## src/rtl/rf_arb_pkg.sv

```systemverilog
// Shared widths, grant/state encodings and the write-port request record for the
// register-file write arbiter.
package rf_arb_pkg;

  localparam int REG_AW = 5;
  localparam int XLEN   = 32;

  localparam logic [1:0] GNT_NONE = 2'd0;
  localparam logic [1:0] GNT_WB   = 2'd1;
  localparam logic [1:0] GNT_MDU  = 2'd2;

  localparam logic [1:0] ARB_IDLE  = 2'd0;
  localparam logic [1:0] ARB_DRAIN = 2'd1;
  localparam logic [1:0] ARB_FORCE = 2'd2;

  typedef struct packed {
    logic [REG_AW-1:0] addr;
    logic [XLEN-1:0]   data;
  } rf_wr_t;

endpackage

```

## src/rtl/rf_arb_fifo.sv

```systemverilog
// DEPTH-entry {addr,data} buffer for MDU results; exposes per-entry valid and
// destination so the top can answer decode hazard queries.
module rf_arb_fifo
  import rf_arb_pkg::*;
#(
  parameter int DEPTH = 2
) (
  input  logic                          clk,
  input  logic                          rstn,
  input  logic                          i_push,
  input  logic                          i_pop,
  input  logic [REG_AW-1:0]             i_addr,
  input  logic [XLEN-1:0]               i_data,
  output logic                          o_full,
  output logic                          o_empty,
  output logic [$clog2(DEPTH):0]        o_count,
  output logic [REG_AW-1:0]             o_head_addr,
  output logic [XLEN-1:0]               o_head_data,
  output logic [DEPTH-1:0]              o_vld,
  output logic [DEPTH-1:0][REG_AW-1:0]  o_addrs
);

  localparam int PW = $clog2(DEPTH);

  logic [PW-1:0]                 r_rd, r_wr;
  logic [PW:0]                   r_cnt;
  logic [DEPTH-1:0]              r_vld;
  logic [DEPTH-1:0][REG_AW-1:0]  r_addr;
  logic [DEPTH-1:0][XLEN-1:0]    r_data;
  logic                          w_push, w_pop;

  assign o_full  = (r_cnt == (PW+1)'(DEPTH));
  assign o_empty = (r_cnt == '0);
  assign w_push  = i_push && !o_full;
  assign w_pop   = i_pop && !o_empty;

  always_ff @(posedge clk) begin
    if (!rstn) begin
      r_rd  <= '0;
      r_wr  <= '0;
      r_cnt <= '0;
      r_vld <= '0;
    end else begin
      // push and pop never target the same slot: that needs full or empty
      if (w_push) begin
        r_vld[r_wr] <= 1'b1;
        r_wr        <= r_wr + PW'(1);
      end
      if (w_pop) begin
        r_vld[r_rd] <= 1'b0;
        r_rd        <= r_rd + PW'(1);
      end
      case ({w_push, w_pop})
        2'b10:   r_cnt <= r_cnt + (PW+1)'(1);
        2'b01:   r_cnt <= r_cnt - (PW+1)'(1);
        default: r_cnt <= r_cnt;
      endcase
    end
  end

  always_ff @(posedge clk) begin
    if (w_push) begin
      r_addr[r_wr] <= i_addr;
      r_data[r_wr] <= i_data;
    end
  end

  assign o_count     = r_cnt;
  assign o_head_addr = r_addr[r_rd];
  assign o_head_data = r_data[r_rd];
  assign o_vld       = r_vld;
  assign o_addrs     = r_addr;

endmodule

```

## src/rtl/rf_write_arbiter.sv

```systemverilog
// Shares the register-file write port between WB (priority) and buffered MDU
// results, with a starvation override and pending-destination hazard lookups.
module rf_write_arbiter
  import rf_arb_pkg::*;
#(
  parameter int DEPTH        = 2,
  parameter int STARVE_LIMIT = 4
) (
  input  logic               clk,
  input  logic               rstn,
  input  logic               wb_valid,
  input  logic [REG_AW-1:0]  wb_addr,
  input  logic [XLEN-1:0]    wb_data,
  output logic               wb_ready,
  input  logic               mdu_valid,
  input  logic [REG_AW-1:0]  mdu_addr,
  input  logic [XLEN-1:0]    mdu_data,
  output logic               mdu_ready,
  input  logic [REG_AW-1:0]  chk_addr0,
  input  logic [REG_AW-1:0]  chk_addr1,
  input  logic [REG_AW-1:0]  chk_addr2,
  output logic [2:0]         pending_hit,
  output logic               reg_write,
  output logic [REG_AW-1:0]  write_addr,
  output logic [XLEN-1:0]    write_data
);

  localparam int CW = $clog2(DEPTH) + 1;
  localparam int SW = $clog2(STARVE_LIMIT + 1);

  logic                          w_full, w_empty;
  logic [CW-1:0]                 w_count;
  logic [REG_AW-1:0]             w_head_addr;
  logic [XLEN-1:0]               w_head_data;
  logic [DEPTH-1:0]              w_vld;
  logic [DEPTH-1:0][REG_AW-1:0]  w_addrs;
  logic [2:0][REG_AW-1:0]        w_chk;

  logic [1:0]     r_state;
  logic [SW-1:0]  r_starve;
  logic [1:0]     w_gnt;
  logic           w_force, w_push, w_pop, w_force_nxt, w_nonempty_nxt;

  rf_arb_fifo #(.DEPTH(DEPTH)) u_fifo (
    .clk         (clk),
    .rstn        (rstn),
    .i_push      (w_push),
    .i_pop       (w_pop),
    .i_addr      (mdu_addr),
    .i_data      (mdu_data),
    .o_full      (w_full),
    .o_empty     (w_empty),
    .o_count     (w_count),
    .o_head_addr (w_head_addr),
    .o_head_data (w_head_data),
    .o_vld       (w_vld),
    .o_addrs     (w_addrs)
  );

  assign w_force = (r_state == ARB_FORCE);

  always_comb begin
    w_gnt = GNT_NONE;
    if (!rstn)                   w_gnt = GNT_NONE;
    else if (w_force && !w_empty) w_gnt = GNT_MDU;
    else if (wb_valid)            w_gnt = GNT_WB;
    else if (!w_empty)            w_gnt = GNT_MDU;
  end

  always_comb begin
    reg_write  = 1'b0;
    write_addr = '0;
    write_data = '0;
    case (w_gnt)
      GNT_WB: begin
        // r0 writes complete the handshake but never touch the file
        reg_write  = (wb_addr != '0);
        write_addr = wb_addr;
        write_data = wb_data;
      end
      GNT_MDU: begin
        reg_write  = 1'b1;
        write_addr = w_head_addr;
        write_data = w_head_data;
      end
      default: ;
    endcase
  end

  assign wb_ready  = rstn && !(w_force && !w_empty);
  assign mdu_ready = rstn && !w_full;
  assign w_pop     = (w_gnt == GNT_MDU);
  assign w_push    = mdu_valid && mdu_ready && (mdu_addr != '0);

  assign w_force_nxt    = (r_starve == SW'(STARVE_LIMIT - 1)) && !w_pop && !w_empty;
  assign w_nonempty_nxt = w_push || !(w_empty || (w_pop && w_count == CW'(1)));

  always_ff @(posedge clk) begin
    if (!rstn) begin
      r_starve <= '0;
      r_state  <= ARB_IDLE;
    end else begin
      if (w_pop || w_empty)                  r_starve <= '0;
      else if (r_starve != SW'(STARVE_LIMIT)) r_starve <= r_starve + SW'(1);
      if (w_force_nxt)         r_state <= ARB_FORCE;
      else if (w_nonempty_nxt) r_state <= ARB_DRAIN;
      else                     r_state <= ARB_IDLE;
    end
  end

  // an entry being popped this cycle still reports a hit until the edge lands it
  assign w_chk = {chk_addr2, chk_addr1, chk_addr0};

  for (genvar gi = 0; gi < 3; gi++) begin : g_hit
    logic [DEPTH-1:0] w_m;
    for (genvar gj = 0; gj < DEPTH; gj++) begin : g_ent
      assign w_m[gj] = w_vld[gj] && (w_addrs[gj] == w_chk[gi]);
    end
    assign pending_hit[gi] = rstn && (w_chk[gi] != '0) && (|w_m);
  end

endmodule

```

## config.mk

```make
export PLATFORM = sky130hd
export DESIGN_NAME = rf_write_arbiter
export DESIGN_NICKNAME = d
export VERILOG_FILES = /design/src/rtl/rf_arb_pkg.sv /design/src/rtl/rf_arb_fifo.sv /design/src/rtl/rf_write_arbiter.sv
export SDC_FILE = /design/constraint.sdc
export NUM_CORES = 1
export LEC_CHECK = 0
export CAP_MARGIN = 10
export CELL_PAD_IN_SITES_DETAIL_PLACEMENT = 2
export CELL_PAD_IN_SITES_GLOBAL_PLACEMENT = 2
export CORE_MARGIN = 4
export CORE_UTILIZATION = 27
export CTS_CLUSTER_DIAMETER = 200
export DETAILED_ROUTE_END_ITERATION = 7
export PLACE_DENSITY = 0.84
export SLEW_MARGIN = 20
export SYNTH_ARGS = -nofsm -noshare
export SYNTH_HDL_FRONTEND = slang
export SYNTH_HIERARCHICAL = 1
export SYNTH_SLANG_ARGS = --single-unit
export TNS_END_PERCENT = 50
```

## constraint.sdc

```tcl
create_clock -name clk -period 2.6 [get_ports clk]
set_clock_uncertainty 0.15 [all_clocks]
set_input_delay 0.26 -clock clk [delete_from_list [all_inputs] [get_ports clk]]
set_output_delay 0.26 -clock clk [all_outputs]
set_load 0.02 [all_outputs]
```

# --- After elaboration in Yosys (flattened, before gate mapping) ---
# Cells that the tools add are included.
# W data, S select, Z words.
classes:
  n_addsub: 5
  mul: 0
  n_div: 0
  magnitude_cmp: 4
  n_eq_ne: 15
  n_shift: 0
  muxes: 27
  n_bitwise: 4
  reduce_logical: 44
op_table:
  columns: ["operator", "count"]
  rows:
  - ["$mux W32", 3]
  - ["$bwmux W64", 1]
  - ["$pmux W32 S2", 1]
  - ["$demux W32 S1", 1]
  - ["$eq A5 B5 Y1", 6]
  - ["$reduce_bool A5 Y1", 5]
  - ["$logic_and A1 B1 Y1", 24]
  - ["$mux W2", 8]
  - ["$mux W5", 3]
  - ["$bwmux W10", 1]
  - ["$pmux W5 S2", 1]
  - ["$reduce_or A2 Y1", 5]
  - ["$eq A2 B2 Y1 const B", 4]
  - ["$eq A2 B1 Y1 const B", 3]
  - ["$demux W5 S1", 1]
  - ["$logic_not A1 Y1", 5]
  - ["$lt A1 B2 Y1 const B", 2]
  - ["$pmux W2 S2", 1]
  - ["$add A3 B1 Y3 const B", 1]
  - ["$eq A3 B2 Y1 const B", 1]
  - ["$logic_or A1 B1 Y1", 3]
  - ["$mux W1", 3]
  - ["$ne A3 B3 Y1 const B", 1]
  - ["$add A1 B1 Y1 const B", 2]
  - ["11 further kinds", 13]
totals:
  reg_bits: 85
  latch_bits: 0
  ram_bits: 0
  mem_bits_ro: 0
  in_bits: 93
  output_inout_bits: 43
  word_cells: 110
  memories: 0

# --- Logic depth before layout (Yosys ltp) ---
# Gate-level depths: netlist of run 1.
depth:
  word_depth: 12
  depth_mapped: 11
  depth_no_buf: 11

# --- Hierarchy ---
# The synthesis of run 1 kept the hierarchy.
by_module_without_submodules:
  columns: ["module", "instances", "cells_each", "area_per_inst_um2", "seq_area_each_um2"]
  rows:
  - ["rf_arb_fifo", 1, 143, 2944.1, 2342.2]
  - ["rf_write_arbiter", 1, 178, 1216.2, 100.1]

# --- Least setup slack after synthesis of run 1 ---
# Ideal clock, no wire load.
synth_timing:
  kind: "reg-to-reg"
  startpoint: "register u_fifo.r_cnt[0] (netlist: u_fifo/o_count[0])"
  endpoint: "register u_fifo.r_vld[0] (netlist: u_fifo/o_vld[0])"
  setup_ns: 0.062
  t_arrival_ns: 2.624
  t_required_ns: 2.388
  path_slack_ns: -0.236
  stages_incl_launch_ff: 8
  path_buffers: 0
  synth_period_minus_slack_ns: 2.836
  path_cell_list: "dfxtp_1 nand2b_2 inv_2 and2b_1 nand2_1 a21oi_2 nor3b_4 o221a_2"
synth_between:
  elab_chain_cells: 10
  word_cells_on_any_way: 19
  classes_between: "eq/ne (2); mux (7); bitwise (1); reduce/logical (9)"
synth_lines:
  columns: ["item", "line_no", "source"]
  rows:
  - ["start, declared", "rf_arb_fifo.sv:26", "logic [PW:0] r_cnt;"]
  - ["start signal, assigned", "rf_arb_fifo.sv:54", "2'b10: r_cnt <= r_cnt + (PW+1)'(1);"]
  - ["start signal, assigned", "rf_arb_fifo.sv:55", "2'b01: r_cnt <= r_cnt - (PW+1)'(1);"]
  - ["start signal, assigned", "rf_arb_fifo.sv:56", "default: r_cnt <= r_cnt;"]
  - ["$eq A2 B2 Y1 *", "rf_arb_fifo.sv:32", "assign o_full = (r_cnt == (PW+1)'(DEPTH));"]
  - ["named net w_full", "rf_write_arbiter.sv:31", "logic w_full, w_empty;"]
  - ["$logic_not A1 Y1 *", "rf_write_arbiter.sv:91", "assign mdu_ready = rstn && !w_full;"]
  - ["$logic_and A1 B1 Y1 *", "rf_write_arbiter.sv:91", null]
  - ["named net mdu_ready", "rf_write_arbiter.sv:18", "output logic mdu_ready,"]
  - ["$logic_and A1 B1 Y1 * (2 in a row)", "rf_write_arbiter.sv:93", "assign w_push = mdu_valid && mdu_ready && (mdu_addr != '0);"]
  - ["named net w_push", "rf_write_arbiter.sv:42", "logic w_force, w_push, w_pop, w_force_nxt, w_nonempty_nxt;"]
  - ["$logic_and A1 B1 Y1 *", "rf_arb_fifo.sv:34", "assign w_push = i_push && !o_full;"]
  - ["$mux W2 *", "rf_arb_fifo.sv:45", "if (w_push) begin"]
  - ["$mux W2 *", "rf_arb_fifo.sv:38", "if (!rstn) begin"]
  - ["$and A2 B2 Y2 (no source line)", null, null]
  - ["$mux W2 *", "rf_arb_fifo.sv:49", "if (w_pop) begin"]
  - ["end signal, assigned", "rf_arb_fifo.sv:42", "r_vld <= '0;"]
  - ["end signal, assigned by index", "rf_arb_fifo.sv:46", "r_vld[r_wr] <= 1'b1;"]
  - ["end signal, assigned by index", "rf_arb_fifo.sv:50", "r_vld[r_rd] <= 1'b0;"]
  - ["end, declared", "rf_arb_fifo.sv:27", "logic [DEPTH-1:0] r_vld;"]
# The timed path passes the listed nets; every way through them passes the cells marked *. The select of a mux whose other input is x is not followed.
# A chain may end at the register's enable or synchronous reset.

# --- Final worst setup path of run 1 ---
layout_timing:
  startpoint: "register r_state[0]"
  endpoint: "output write_data[26]"
layout_between:
  elab_chain_cells: 6
  word_cells_on_any_way: 7
  classes_between: "eq/ne (3); mux (3); reduce/logical (1)"
layout_lines:
  columns: ["item", "line_no", "source"]
  rows:
  - ["start, declared", "rf_write_arbiter.sv:39", "logic [1:0] r_state;"]
  - ["start signal, assigned", "rf_write_arbiter.sv:101", "r_state <= ARB_IDLE;"]
  - ["start signal, assigned", "rf_write_arbiter.sv:105", "if (w_force_nxt) r_state <= ARB_FORCE;"]
  - ["start signal, assigned", "rf_write_arbiter.sv:106", "else if (w_nonempty_nxt) r_state <= ARB_DRAIN;"]
  - ["$eq A2 B2 Y1 *", "rf_write_arbiter.sv:60", "assign w_force = (r_state == ARB_FORCE);"]
  - ["$logic_and A1 B1 Y1 *", "rf_write_arbiter.sv:65", "else if (w_force && !w_empty) w_gnt = GNT_MDU;"]
  - ["$mux W2 *", "rf_write_arbiter.sv:65", null]
  - ["$mux W2 *", "rf_write_arbiter.sv:64", "if (!rstn) w_gnt = GNT_NONE;"]
  - ["$eq A2 B2 Y1 or $eq A2 B1 Y1 (tied branches)", "rf_write_arbiter.sv:74", "case (w_gnt)"]
  - ["$pmux W32 S2 *", "rf_write_arbiter.sv:74", null]
  - ["end, declared", "rf_write_arbiter.sv:25", "output logic [XLEN-1:0] write_data"]
# Mark *: on every way between the ends. The rest lies on a longest branch, timed or not.

==> run metrics, run 1 <==
status finished, final reports clean; slowest cell on the critical path ha_2; Max IR drop VDD just under 0.0003 V; endpoints failing hold 0; Worst path max stage delay 330 ps; Synth cell types 38; Synth Area in Compound Gates under 10%; critical path class reg -> out; critical path required time 2190 ps; share of layout cells above drive strength 1 28.84%; most frequent cells in the layout clkdlybuf4s50_1 (94), edfxtp_1 (74), nor2_1 (40); post-synthesis cell area 0.004160 mm^2; total track usage 15.89%; DR DRC count 0; Crit path arrival time 2100 ps; area growth from synthesis to layout 49.17%; IO buf count roughly 140; register area share after synthesis 58.71%; # setup viols final 0; Max FO, Critical Path 26; Sink Count 85; initial core utilization 27.47%; Final Util between 40% and 50%; largest net degree at the start of global routing 40; Yosys reg bits 85; worst min-delay path class in -> reg; post-DP HPWL 10.21 mm; gr ovfl total 0; XOR/XNOR Fraction of Synth Area 7.158%; total core area 0.01515 mm^2; commonest non-fill, non-tap cell in the layout clkdlybuf4s50_1; DP Worst Slack -379.2 ps; vias in the first global route approximately 3800; largest family of logic cells by synthesized area multiplexers; CTS Buf Count 9; clock root buffer clkbuf_16; initial antenna violation count 0; clk slew on worst S/H paths 60 ps; Area after DPL 0.005947 mm^2; # diodes 0; Synth area leader edfxtp_1; post-synthesis cell count 321; Post-Synth Simple-Gate Area just over 9%; syn_area_per_cell 12.96 um^2; H-tree levels 3; Max clock buf depth 2; proportion of synthesized area in mux cells 10.26%; Fin Hold WS 356.6 ps; DR vias/cell 4.819; Max Clk Rate 0.3983 GHz; CP Cell Sequence nand2b_1, o21a_1, and2_4, ha_2, buf_12, nor2_1, clkdlybuf4s15_2; die height 132.1 um; io pins approximately 140; crit start category register; worst hold stages 1; Yosys warnings 6; Row Count 45; Total Nets Final 577; TritonCTS clock tree built; DRT iter0 DRCs 112; max-cap viol count 0; first-pass GRT wire length 21.72 mm; worst-skew pair later-pin latency 330 ps; Hold-fix buffers, CTS 0; DR vias 3229; Slew headroom 73.06%; Worst-Margin Slew 401.1 ps; Layout Cells excl Fill 670; max-slew violation count 0; top post-synthesis cells by area edfxtp_1 (53%), mux2_2 (10%), a22oi_1 (6.7%); P_leak between 2 and 2.5 nW; area share of fa/ha/maj cells after synthesis between 2 and 2.5%; first-pass iteration count of the detailed router 4; Die Wd 132.1 um; Cells after DPL 653; DRT antenna net count 0; DR WL/cell 20.31 um; top-area cell type share of the netlist area 53.41%; final period utilization between 90% and 100%; routability cong. 0.8210; Mapped Nets approximately 420; critical path capture point type primary output; Reg2Reg Depth 12; PD cells 558.4 mW/mm^2; DRT Wirelength between 10 and 15 mm; Final min period 2511 ps; final setup margin 89.08 ps; Finished Cell Area 0.006206 mm^2; die footprint 0.01746 mm^2
[logic make-up after synthesis]
| kind of cell | after synthesis |
|---|---|
| fa+ha+maj | 7 |
| simple gates | 76 |
| mux | 38 |
| buf+inv | 25 |
| compound gates | 56 |
| flops | 85 |
| xor+xnor | 34 |
[Yosys cell counts]
master and n:
a22oi_1 37, o21ai_0 1, and2_1 3, a21boi_1 1, dfxtp_1 11, xnor2_1 10, a21oi_1 3, edfxtp_1 74
or3_1 1, nor2_1 41, nand3_1 6, a211oi_1 1, inv_1 8, o21a_1 2, buf_1 1, mux2i_1 1
a31oi_1 1, nor4_2 2, nor3b_4 1, nor4_1 4, a21boi_0 1, nand2b_1 3, ha_1 7, buf_2 12
a21o_1 1, and2b_1 1, nand2b_2 1, a21oi_2 1, nand2_1 3, clkbuf_1 3, mux2_2 37, inv_2 1
and3_1 1, o21ai_1 4, o221a_2 3, or4_1 4, xor2_1 24, nor3_1 5
[sequential cells by signal, indices dropped and copies added (netlist names)]
name and count:
u_fifo/r_rd 1, r_state 2, u_fifo/o_count 2, r_starve 3, u_fifo/o_vld 2, u_fifo/r_wr 1
u_fifo/o_addrs 10, u_fifo/r_data 64
[area by class of cell]
type	instances	area [um^2]
clock buffer	9	225.2
clock inverter	7	98.84
fill	1530	8940
inverter	9	33.78
multi-input combinational	211	1662
sequential	85	2449
tap	188	235.2
timing repair buffer	161	1503
[what timing repair did]
action	in CTS	in global routing
buffers inserted	0	0
cloned	0	1
pin swaps	1	0
gates resized for setup	116	38
endpoints found under the hold margin	0	0
endpoints found under the setup margin	42	41
[stage by stage]
stage / power, mW / setup TNS, ps
6_report: 3.466 / 0
5_1_grt: 3.612 / -100.0
4_1_cts: 3.510 / -71.07
3_5_place_dp: 2.111 / -11450
3_3_place_gp: 2.084 / -8481
2_1_floorplan: 1.797 / -2749
[path summary, 6_finish.rpt]
kind,startpoint,end,slack (ps)
max reg2reg,u_fifo/o_count[1],u_fifo/o_count[1],190
min reg2reg,r_starve[1],r_starve[1],420
min,mdu_data[23],u_fifo/r_data[23],360
max,r_state[0],write_data[26],90
[worst max-delay path, delay by kind of cell, from the launching register on]
family	cells	cell delay, ps
compound gates	1	210
fa+ha+maj	1	330
buf+inv	2	450
flops	1	290
simple gates	3	460
[power breakdown]
group	internal (mW)	switching [mW]	total [mW]
clock	0.846	0.540	1.39
sequential	1.54	0.0269	1.57
combinational	0.275	0.235	0.510
total	2.66	0.802	3.47
[per-layer routing]
layer	track usage [%]	part of all wire, %	vias to the layer above	wire length [um]
li1	-	-	1514	-
met1	18.89	42	1597	5727
met2	28.34	51	108	6935
met3	4.618	6.0	10	822
met4	3.676	0.90	0	123
met5	0	0	-	0
(Power assumes the default switching activity.)
==> run 2: changes to the inputs <==
- RECOVER_POWER: unset -> 100
==> run 2 against run 1 <==
Critical path depth stayed put. Worst setup slack better by 7.3 ps. Register-to-register slack hardly changed. Flip-flop and latch count stayed put. Fmax is 0.29% higher. First-iteration DRC count is 19% higher. Cell area hardly changed. Worst hold slack better by 65 ps. Core utilization hardly changed. Largest power group unchanged.
==> run metrics, run 2 (same netlist as run 1, synthesis figures left out) <==
status finished, final reports clean; Max FO, Critical Path 26 (unchanged); Tot Pwr 3.450 mW (-0.44%); die height 132.1 um (unchanged); worst-skew pair later-pin latency 330 ps (about the same); Switching Power 0.7982 mW (-0.49%); die footprint 0.01746 mm^2 (unchanged); DRT iter0 DRCs 133 (+19%); IO buf count 135 (unchanged); max reg flops 64 (unchanged); largest net degree at the start of global routing 40 (unchanged); Max clock buf depth 2 (unchanged); clock root buffer clkbuf_16; Worst Hold Path EP r_starve[1]; Row Count 45 (unchanged); Reg2Reg Depth 12 (unchanged); # setup viols final 0 (unchanged); endpoints failing hold 0 (unchanged); total setup buffers inserted after CTS 0 (unchanged); Hold-fix buffers, CTS 0 (unchanged); R2R Setup Slk 190 ps (about the same); Total Nets Final 577 (unchanged); worst min-delay path class reg -> reg; total core area 0.01515 mm^2 (unchanged); final setup margin 96.39 ps (+7.313 ps); Worst-Margin Slew 410.4 ps (+9.288 ps); share of layout cells above drive strength 1 28.84% (unchanged); worst hold stages 2 (+1); most frequent cells in the layout edfxtp_1 (74), clkdlybuf4s50_1 (57), nor2_1 (40); area growth from synthesis to layout 49.29% (about the same); Max Clk Rate 0.3994 GHz (+0.29%); io pins 136 (unchanged); max-cap viol count 0 (unchanged); gr ovfl total 0 (unchanged); sw frac 23.14% (about the same); DRT antenna net count 0 (unchanged); total track usage 15.89% (unchanged); clk slew on worst S/H paths 60 ps (about the same); initial antenna violation count 3 (+3); Fin Hold WS 422.1 ps (+65.46 ps); cell internal pwr 2.652 mW (-0.42%); post-DP HPWL 10.21 mm (unchanged); DR vias/cell 4.815 (about the same); DR vias 3236 (+0.22%); critical path required time 2190 ps (about the same); crit start category register; Sink Count 85 (unchanged); commonest non-fill, non-tap cell in the layout edfxtp_1; CTS Buf Count 9 (unchanged); filler cell count 1532 (+0.13%); first-pass GRT wire length 21.72 mm (unchanged); initial core utilization 27.47% (unchanged); HP Start r_starve[1]; final period utilization 96.29% (-0.28 points); critical path class reg -> out; P_leak 2.212 nW (+0.44%); Crit path arrival time 2090 ps (about the same); Slew headroom 72.43% (-0.62 points); Clk network pwr share 40.1% (about the same); DR DRC count 0 (unchanged); Final min period 2504 ps (-7.313 ps); DP Worst Slack -379.2 ps (unchanged); max-slew violation count 0 (unchanged); TritonCTS clock tree built; Die Wd 132.1 um (unchanged); first-pass iteration count of the detailed router 4 (unchanged); routability cong. 0.8210 (unchanged); Biggest register u_fifo/r_data; PD cells 555.5 mW/mm^2 (-0.52%); reg2reg start u_fifo/o_count[1]; Reg power frac 45.5% (+0.2 points); DRT Wirelength 13.60 mm (about the same); vias in the first global route 3751 (unchanged); Final Util 41.01% (about the same); H-tree levels 3 (unchanged); Logic pwr share 14.5% (-0.2 points); critical path capture point type primary output; Max IR drop VDD 0.0002953 V (about the same); FF-to-FF End u_fifo/o_count[1]; DR WL/cell 20.24 um (-0.36%)
==> run 2: worst max path at each step <==
| stage | start | endpoint | slack, ps | cells after the start |
|---|---|---|---|---|
| 2_1_floorplan | u_fifo/o_count[0] | u_fifo/o_vld[0] | -90 | 7 |
| 3_3_place_gp | rstn | reg_write | -310 | 9 |
| 3_5_place_dp | rstn | reg_write | -380 | 9 |
| 4_1_cts | u_fifo/o_count[1] | write_data[15] | -70 | 9 |
| 5_1_grt | r_state[0] | write_data[23] | -30 | 9 |
| 6_report | r_state[0] | write_data[26] | 100 | 7 |
==> run 2: per-layer routing <==
layer / track usage (%) / vias up / share of wire, %
met2: 28.34 / 108 / 51
met5: 0 / - / 0.096
met4: 3.676 / 2 / 0.70
met1: 18.89 / 1602 / 42
met3: 4.618 / 8 / 5.8
li1: - / 1516 / -
==> run 2: stage by stage <==
stage / cell area [um^2] / std cells / TNS [ps]
6_report: 6211 / 672 / 0
5_1_grt: 6211 / 672 / -108.1
4_1_cts: 6305 / 669 / -71.07
3_5_place_dp: 5947 / 653 / -11450
3_3_place_gp: 5947 / 653 / -8481
2_1_floorplan: 4170 / 321 / -2749
==> run 2: power groups by stage <==
stage,Clock (mW),Combinational [mW],Sequential (mW)
global route,1.48,0.547,1.57
detailed placement,0,0.515,1.60
floorplan,0,0.206,1.59
CTS,1.43,0.517,1.57
finish,1.38,0.499,1.57
global placement,0,0.492,1.59
==> run 2: critical path, stage by stage (launching register included) <==
cell             delay [ps]
dfxtp_1                 290
nand2b_1                150
o21a_1                  210
and2_4                  180
ha_2                    330
buf_12                  170
nor2_1                  130
clkdlybuf4s15_2         280
==> run 2: what timing repair did <==
action,CTS,global route
pin swaps,1,0
hold endpoints to repair,0,0
resized for setup,116,38
cloned,0,1
setup endpoints to repair,42,41
==> run 2: final cells by class <==
cell class | count | area (um^2) | area share [%]
antenna | 2 | 5.005 | 0.08058
tap | 188 | 235.2 | 3.787
inverter | 9 | 33.78 | 0.5439
clock inverter | 7 | 98.84 | 1.591
sequential | 85 | 2449 | 39.42
timing repair buffer | 161 | 1503 | 24.19
clock buffer | 9 | 225.2 | 3.626
multi-input combinational | 211 | 1662 | 26.75
==> run 3: changes to the inputs <==
- SLEW_MARGIN: 20 -> unset
- SYNTH_HIERARCHICAL: 1 -> unset
==> run 3 against run 2 <==
Count of clock-buffer cells in the layout rose by 2. Critical endpoint is now write_addr[0]. Highest routed layer unchanged. Combinational power rose by 8.0%. Critical path depth rose by 4. Final cell count increased by 0.15%. Clock power is 17% lower.
==> run metrics, run 3 <==
register area share after synthesis 58.97% (+0.27 points); Synth cell types 32 (-16%); io pins 136 (unchanged); Worst-Margin Slew 566.7 ps (+156.4 ps); commonest non-fill, non-tap cell in the layout edfxtp_1; Total Nets Final 583 (+1.0%); max-slew violation count 0 (unchanged); first-pass iteration count of the detailed router 6 (+2); Crit path arrival time 2170 ps (+80 ps); share of layout cells above drive strength 1 31.96% (+3.1 points); total track usage 16.27% (+0.39 points); DR DRC count 0 (unchanged); vias in the first global route 3831 (+2.1%); Slew headroom 62.22% (-10 points); worst min-delay path class in -> reg; asr flop ratio synth 0% (unchanged); Yosys reg bits 85 (unchanged); post-DP HPWL 10.59 mm (+3.7%); max reg flops 64 (unchanged); DRT antenna net count 0 (unchanged); H-tree levels 3 (unchanged); ys flop type edfxtp_1; Area after DPL 0.005952 mm^2 (about the same); Logic pwr share 16.5% (+2.0 points); post-synthesis cell count 322 (+0.31%); Max Clk Rate 0.3875 GHz (-3.0%); Clk network pwr share 35.4% (-4.7 points); die footprint 0.01738 mm^2 (-0.42%); Sink Count 85 (unchanged); Tot Pwr 3.258 mW (-5.6%); most common cell in the netlist edfxtp_1; first-pass GRT wire length 22.17 mm (+2.1%); Mapped Nets 425 (+0.95%); # diodes 0 (-2); final period utilization 99.27% (+3.0 points); top-area cell type share of the netlist area 53.66% (+0.24 points); top post-synthesis cells by area edfxtp_1 (54%), mux2_2 (10%), a22oi_1 (6.7%); clock root buffer clkbuf_16; critical path required time 2190 ps (about the same); Reg power frac 48.1% (+2.6 points); area growth from synthesis to layout 51.00%; Final Util 41.44% (+0.44 points); Max IR drop VDD 0.0002333 V (-21%); top cell types by occurrence after synthesis edfxtp_1 (74), nor2_1 (40), a22oi_1 (37), mux2_2 (37), xor2_1 (25); most frequent cells in the layout edfxtp_1 (74), clkdlybuf4s50_1 (57), nor2_1 (38); Switching Power 0.7930 mW (-0.66%); total setup buffers inserted after CTS 0 (unchanged); Synth area leader edfxtp_1; gr ovfl total 0 (unchanged); DR WL/cell 20.90 um (+3.3%); critical path class in -> out; clk slew on worst S/H paths 60 ps (about the same); initial core utilization 27.45% (about the same); Final min period 2581 ps (+77.36 ps); Yosys warnings 0 (-6); routability cong. 0.7878 (-4.0%); sw frac 24.34% (+1.2 points); total core area 0.01509 mm^2 (-0.37%); RSZ-0062 raised after global routing true; total negative slack 0 ps (unchanged); DR vias/cell 4.786 (-0.61%); syn_area_per_cell 12.86 um^2 (-0.76%); Max clock buf depth 2 (unchanged); status finished, final reports clean; worst-skew pair later-pin latency 340 ps (about the same); PD cells 521.1 mW/mm^2 (-6.2%); P_leak 2.242 nW (+1.4%); endpoints failing hold 0 (unchanged); DRT Wirelength 14.06 mm (+3.4%); DRT iter0 DRCs 122 (-8.3%); Max FO, Critical Path 4 (-85%); initial antenna violation count 1 (-2); die height 131.9 um (-0.21%); critical path capture point type primary output; TritonCTS clock tree built; CTS Buf Count 9 (unchanged); max-cap viol count 0 (unchanged); Fin Hold WS 422.1 ps (+0.005000 ps); DR vias 3221 (-0.46%); post-synthesis cell area 0.004141 mm^2 (-0.45%); IO buf count 135 (unchanged); Hold-fix buffers, CTS 0 (unchanged); cell internal pwr 2.465 mW (-7.0%); Biggest register u_fifo.r_data; Row Count 45 (unchanged); largest net degree at the start of global routing 39 (-2.5%); filler cell count 1560 (+1.8%); crit start category primary input; # setup viols final 0 (unchanged); Post-synth EDFFs 74 (unchanged); Finished Cell Area 0.006254 mm^2 (+0.68%); Die Wd 131.9 um (-0.21%)
run 3: changes by cell type after synthesis, sizes merged, moves of 2 or more:
cell    previous run  this run
nor3               5         3
nor2b              0         2
o211a              0         2
clkbuf             3        11
ha                 7        10
buf               13         6
a21boi             2         0
and2               3         6
run 3: critical path, stage by stage:
cell	delay, ps
clkdlybuf4s50_1	590
o21a_1	200
and2_4	190
inv_4	50
buf_4	140
ha_4	150
buf_4	130
buf_6	120
a22oi_2	120
nor2_2	80
buf_12	130
run 3: power groups by stage:
stage          combinational [mW]  sequential [mW]  clock (mW)
2_1_floorplan               0.208             1.59           0
3_3_place_gp                0.498             1.59           0
3_5_place_dp                0.525             1.59           0
4_1_cts                     0.529             1.57        1.18
5_1_grt                     0.587             1.57        1.24
6_report                    0.539             1.57        1.15
run 3: layout make-up:
| cell class | count | area, um^2 | share of cell area (%) |
|---|---|---|---|
| Sequential cell | 85 | 2446 | 39.12 |
| Inverter | 9 | 36.28 | 0.5802 |
| Tap cell | 188 | 235.2 | 3.762 |
| Timing Repair Buffer | 164 | 1501 | 24.01 |
| Clock buffer | 11 | 232.7 | 3.721 |
| Clock inverter | 5 | 27.53 | 0.4402 |
| Multi-Input combinational cell | 211 | 1774 | 28.37 |
run 3: final timing paths:
path,from,end,slack [ps],depth (start not counted)
setup / recovery,rstn,write_addr[0],20,11
hold / removal,mdu_data[23],u_fifo.r_data[23],420,1
setup reg to reg,u_fifo.o_count[1],u_fifo.o_count[1],150,13
hold reg to reg,r_starve[1],r_starve[1],430,2
run 3: cells by family (layout without fill, tap and decap cells):
| logic type | count (synthesis) | after routing | share of synthesized area [%] |
|---|---|---|---|
| AO/OA/AOI/OAI | 54 | 54 | 9.547 |
| adder cells (fa/ha/maj) | 10 | 10 | 3.021 |
| flip-flops | 85 | 85 | 58.97 |
| multiplexers | 38 | 38 | 10.30 |
| XOR/XNOR | 34 | 34 | 7.190 |
| AND/OR/NAND/NOR | 75 | 75 | 8.580 |
| buffers and inverters | 26 | 189 | 2.387 |
run 3: routing by layer:
metal	part of all wire, %	global-route usage [%]	routed length [um]
met3	4.9	3.969	686
met4	1.7	5.893	243
met5	0.092	0	13
met2	52	29.51	7284
met1	41	18.59	5836
run 3: what timing repair did:
action,in CTS,in global routing
setup endpoints to repair,43,41
cloned,0,1
gates resized for setup,148,49
pin swaps,1,3
run 3: per-stage QoR:
stage / setup slack (ps) / instances
4_1_cts: -68.62 / 672
5_1_grt: -77.53 / 673
6_report: 19.04 / 673
2_1_floorplan: -82.47 / 322
3_5_place_dp: -341.1 / 656
3_3_place_gp: -217.9 / 656
